File: src/rtl/fast_inv_sqrt_mc.sv
// fast_inv_sqrt_mc: multi-channel fixed-point inverse square root on a
// Wishbone classic slave. NCH channels share one bit-serial core that is
// scheduled round-robin; per-channel pending/done status plus maskable irq.
`timescale 1ns/1ps
module fast_inv_sqrt_mc #(
    parameter int DW   = 16,
    parameter int FRAC = 8,
    parameter int NCH  = 4
) (
    input  logic          clk,
    input  logic          rst,
    input  logic [31:0]   adr_i,
    input  logic [DW-1:0] dat_i,
    output logic [DW-1:0] dat_o,
    input  logic          we_i,
    input  logic          stb_i,
    input  logic          cyc_i,
    output logic          ack_o,
    output logic          irq_o
);
    localparam int CW = (NCH > 1) ? $clog2(NCH) : 1;
    localparam int BW = (DW > 1) ? $clog2(DW) : 1;
    localparam int PW = 3 * DW;
    // y^2 * x is compared against 2^(3*FRAC); PW bits hold both without loss
    localparam logic [PW-1:0] LIMIT = PW'(1) << (3 * FRAC);

    typedef enum logic [1:0] {IDLE, ITER, WB} state_t;

    state_t                   state, state_n;
    logic [NCH-1:0][DW-1:0]   operand, result;
    logic [NCH-1:0]           pending, done, irq_en;
    logic [DW-1:0]            x, y, trial, rdata;
    logic [BW-1:0]            bit_idx;
    logic [CW-1:0]            grant, last_grant, gnt_idx, cand;
    logic                     gnt_found, stale, load, wb;
    logic [PW-1:0]            prod;
    logic                     trial_ok;
    logic                     access, wr;
    logic [3:0]               idx;
    logic [NCH-1:0]           ch_wr, done_clr, gnt_oh, cur_oh, inflight, wb_set;
    logic                     unused;

    // Only the register index bits of the address matter
    assign unused = ^{adr_i[31:6], adr_i[1:0]};

    assign access = stb_i & cyc_i & ~ack_o;
    assign wr     = access & we_i;
    assign idx    = adr_i[5:2];

    assign gnt_oh   = NCH'(1) << gnt_idx;
    assign cur_oh   = NCH'(1) << grant;
    assign inflight = (state != IDLE) ? cur_oh : '0;
    assign wb_set   = (wb && !stale) ? cur_oh : '0;
    assign done_clr = (wr && idx == 4'd9) ? dat_i[NCH-1:0] : '0;
    assign irq_o    = |(done & irq_en);

    // Trial of the current bit: keep it while y^2*x stays within the limit
    assign trial    = y | (DW'(1) << bit_idx);
    assign prod     = PW'(trial) * PW'(trial) * PW'(x);
    assign trial_ok = (prod <= LIMIT);

    // Decode per-channel operand writes
    always_comb begin
        ch_wr = '0;
        for (int n = 0; n < NCH; n++)
            if (wr && idx == 4'(n)) ch_wr[CW'(n)] = 1'b1;
    end

    // Round-robin pick: first pending channel after the last grant
    always_comb begin
        gnt_found = 1'b0;
        gnt_idx   = '0;
        cand      = '0;
        for (int i = 1; i <= NCH; i++) begin
            cand = CW'((int'(last_grant) + i) % NCH);
            if (!gnt_found && pending[cand]) begin
                gnt_found = 1'b1;
                gnt_idx   = cand;
            end
        end
    end

    // Register read mux
    always_comb begin
        rdata = '0;
        for (int n = 0; n < NCH; n++)
            if (idx == 4'(n)) rdata = result[CW'(n)];
        case (idx)
            4'd8:    rdata[NCH-1:0] = pending | inflight;
            4'd9:    rdata[NCH-1:0] = done;
            4'd10:   rdata[NCH-1:0] = irq_en;
            default: ;
        endcase
    end

    // Scheduler FSM next-state and control strobes
    always_comb begin
        state_n = state;
        load    = 1'b0;
        wb      = 1'b0;
        case (state)
            IDLE: if (gnt_found) begin
                state_n = ITER;
                load    = 1'b1;
            end
            ITER: if (bit_idx == '0) state_n = WB;
            WB: begin
                wb      = 1'b1;
                state_n = IDLE;
            end
            default: state_n = IDLE;
        endcase
    end

    // FSM state register
    always_ff @(posedge clk or posedge rst) begin
        if (rst) state <= IDLE;
        else     state <= state_n;
    end

    // Core datapath: load on grant, one bit per ITER cycle, stale tracking
    always_ff @(posedge clk or posedge rst) begin
        if (rst) begin
            x          <= '0;
            y          <= '0;
            bit_idx    <= '0;
            grant      <= '0;
            last_grant <= CW'(NCH - 1);
            stale      <= 1'b0;
        end else if (load) begin
            x          <= operand[gnt_idx];
            y          <= '0;
            bit_idx    <= BW'(DW - 1);
            grant      <= gnt_idx;
            last_grant <= gnt_idx;
            // a rewrite on the grant edge means x holds the old operand
            stale      <= ch_wr[gnt_idx];
        end else begin
            if (state == ITER) begin
                if (trial_ok) y <= trial;
                if (bit_idx != '0) bit_idx <= bit_idx - BW'(1);
            end
            if (state != IDLE && ch_wr[grant]) stale <= 1'b1;
        end
    end

    // Channel registers: operands, results, pending, done, irq enable
    always_ff @(posedge clk or posedge rst) begin
        if (rst) begin
            operand <= '0;
            result  <= '0;
            pending <= '0;
            done    <= '0;
            irq_en  <= '0;
        end else begin
            for (int n = 0; n < NCH; n++)
                if (ch_wr[CW'(n)]) operand[CW'(n)] <= dat_i;
            if (wb && !stale) result[grant] <= y;
            pending <= (pending & ~(load ? gnt_oh : '0)) | ch_wr;
            // WB set beats a DONE clear; a fresh operand write beats WB set
            done    <= ((done & ~done_clr) | wb_set) & ~ch_wr;
            if (wr && idx == 4'd10) irq_en <= dat_i[NCH-1:0];
        end
    end

    // Bus response: one-cycle ack with registered read data
    always_ff @(posedge clk or posedge rst) begin
        if (rst) begin
            ack_o <= 1'b0;
            dat_o <= '0;
        end else begin
            ack_o <= access;
            dat_o <= (access && !we_i) ? rdata : '0;
        end
    end
endmodule

File: config.mk
export PLATFORM = sky130hd
export DESIGN_NAME = fast_inv_sqrt_mc
export DESIGN_NICKNAME = d
export VERILOG_FILES = /design/src/rtl/fast_inv_sqrt_mc.sv
export SDC_FILE = /design/constraint.sdc
export NUM_CORES = 2
export LEC_CHECK = 0
export BUFFER_PORTS_ARGS = -buffer_cell sky130_fd_sc_hd__buf_4
export CAP_MARGIN = 10
export CORE_UTILIZATION = 64
export DETAILED_ROUTE_END_ITERATION = 16
export HOLD_SLACK_MARGIN = 0.08
export PLACE_DENSITY = 0.92
export SYNTH_ARGS = -nofsm -noshare
export SYNTH_HDL_FRONTEND = slang
export SYNTH_SLANG_ARGS = --single-unit
export TNS_END_PERCENT = 100
File: constraint.sdc
create_clock -name clk -period 29.6 [get_ports clk]
set_input_delay 2.96 -clock clk [delete_from_list [all_inputs] [get_ports clk]]
set_output_delay 2.96 -clock clk [all_outputs]
set_load 0.1 [all_outputs]
==> impl_metrics.csv <==
group,metric,value,unit
status,status,"completed",
worst_setup_path,max_stage_delay,0.99,ns
layout,syn2layout_area_growth,4.57,%
route,antenna_left,0,
clocking,clockBufferDepth,2,
worst_setup_path,worst_setup_path_start_kind,"register",
synth,netlist_area,29500,µm²
die,die_y,217,µm
layout,final_cell_count_no_fill,3814,
synth,postSynth.asyncResetShare,100,%
clocking,clock-sinks,136,
die,core,45500,µm²
timing,period_needed,15.55,ns
synth,syn_avg_cell_area,9.08,µm²
clocking,cts_buffers,17,
grt,overflow,0,
die,initial_utilization,64.9,%
route,vias,23300,
timing,rsz0062_at_grt,"false",
clocking,cts_setup_buffers,0,
worst_setup_path,slowest_stage,"a31oi_1",
place,globalplace.congestion,0.982,
route,post_drt_wl_per_cell,20.1,µm
worst_setup_path,cp-end-kind,"register",
clocking,ctsRootBufferMaster,"clkbuf_16",
grt,grt_max_degree,79,
route,drt-total-wl,76500,µm
timing,report.final.hold_viol_count,0,
place,place_inst,3781,
timing,report.final.slew_viol_count,0,
synth,yosysSeqAreaShare,11.5,%
clocking,cts_tree,"done",
timing,finalCritPeriodShare,52.5,%
synth,ys_ff_latch,136,
die,core.rowCount,78,
worst_setup_path,path_class,"register to register",
grt,grt_pass1_vias,25700,
timing,worstMarginPinSlew,1.32,ns
worst_setup_path,cpMostUsedCell,"fa_1",
route,drt_iter0_markers,2188,
place,dp_slack,14.60,ns
synth,yosysTopAreaCellShare,38.6,%
clocking,clock_latency,0.44,ns
synth,post-synth-top-count-cell,"inv_1",
synth,synth_edf_count,0,
clocking,cts.clk_slew.worst_paths,0.06,ns
synth,ys.flop_type,"dfrtp_1",
timing,finalClockSkew,0.0145,ns
clocking,ctsResizeCount,0,
place,detailed_place_hpwl,56800,µm
clocking,htreeDepth,4,
layout,layout-drive-gt1-share,7.59,%
route,drc,0,
worst_setup_path,reg2reg_depth,46,
layout,fin_area,30900,µm²
synth,synth_cell_types,82,
place,portBuffers,42,
timing,setup_ws,14.05,ns
synth,yosys-top-cells-count,"665 x inv_1, 569 x fa_1, 384 x nand2_1, 249 x and2_1, 223 x ha_1",
timing,max_clock_freq,64.3,MHz
timing,timing.slew.headroom,11.8,%
min_path,min_path_cells,2,
die,io_pins,71,
run,cap_violations,0,
route,dr.pass1.iters,8,
grt,antenna_found_initial,1,
synth,syn_inst,3252,
die,die_w,217,µm
worst_setup_path,crit_arrival,15.87,ns
timing,fin_setup_tns,0,ns
route,viasPerCell,6.11,
grt,track_usage,34.2,%
synth,ys_warn_count,32,
layout,fin_nets,4045,
grt,grt_pass1_wl,127000,µm
synth,synth_nets,4097,
place,place_area,30300,µm²
clocking,hold_buffers,0,
worst_setup_path,critical_path_required,29.92,ns
min_path,worstHoldPathType,"register to register",
synth,netlist.top_cell.by_area,"fa_1",
timing,setup-violations-final,0,
synth,netlist_top_cells_area,"fa_1 39%, dfrtp_1 11%, ha_1 9.4%",
worst_setup_path,crit_path_max_fanout,16,
die,dieArea,47000,µm²
[critical path, delay by kind of cell (launching register included)]
| kind | cells | cell delay, ns |
|---|---|---|
| AO/OA/AOI/OAI | 15 | 3.97 |
| XOR/XNOR | 1 | 0.16 |
| adder cells (fa/ha/maj) | 15 | 7.22 |
| buffers and inverters | 9 | 1.38 |
| flip-flops | 1 | 0.42 |
| AND/OR/NAND/NOR | 6 | 2.27 |
[registers in the layout (all words and copies together), names as in the netlist, 4 cells and up]
name	count
bit_idx	4
pending	4
irq_en	4
operand	32
y	16
result	32
done	4
dat_o	16
x	16
[final cells by class]
type / count / area [µm²]
antenna: 1 / 2.50
clock buffer: 19 / 443
clock inverter: 13 / 136
fill: 3185 / 14600
inverter: 666 / 2500
multi-input combinational: 2291 / 23000
sequential: 136 / 3410
tap: 600 / 751
timing repair buffer: 88 / 661
[through the flow]
stage,util [%],hold WS (ns)
5_1_grt,67.9,0.515
3_3_place_gp,66.6,0.462
4_1_cts,67.9,0.487
3_5_place_dp,66.6,0.472
6_report,67.9,0.485
2_1_floorplan,-,0.469
[layout by cell type (no fill, tap or decap), types with 35 or more instances in the layout]
master / n
and2_1: 249
xnor2_1: 39
fa_1: 569
dfrtp_1: 134
nand3_1: 40
nor2b_1: 39
o21ai_0: 73
mux2_2: 72
a21o_1: 35
buf_4: 88
inv_1: 664
nand2_1: 384
nor2_1: 139
a21oi_1: 95
ha_1: 223
[per-layer routing]
layer  share of wire, %  track usage (%)  vias up
met4                5.5             17.8        0
li1                   -                -     9912
met3                9.0             5.28      399
met1                 36             42.5    11600
met5                  0                0        -
met2                 49             58.1     1383
[cell families (layout without fill, tap and decap cells)]
| group | count (synthesis) | count (layout) | synth area share (%) |
|---|---|---|---|
| AOI/OAI and AO/OA | 369 | 369 | 8.18 |
| xor gates and xnor gates | 58 | 58 | 1.72 |
| adders and majority gates | 792 | 792 | 48.0 |
| buffers and inverters | 825 | 786 | 10.9 |
| DFF | 136 | 136 | 11.5 |
| muxes | 96 | 96 | 3.56 |
| other | 0 | 1 | 0 |
| and+or+nand+nor | 976 | 976 | 16.1 |
[final timing paths]
path	startpoint	to	slack [ns]
setup / recovery	bit_idx[1]	y[11]	14.05
hold / removal	x[11]	x[11]	0.49
setup reg to reg	bit_idx[1]	y[11]	14.05
hold reg to reg	x[11]	x[11]	0.49
max in group asynchronous	rst	y[1]	25.50
min in group asynchronous	rst	x[9]	2.65
Power is left out: the tool's default activity adds up to more than one toggle a clock period on the data nets, which glitch-free logic cannot reach.
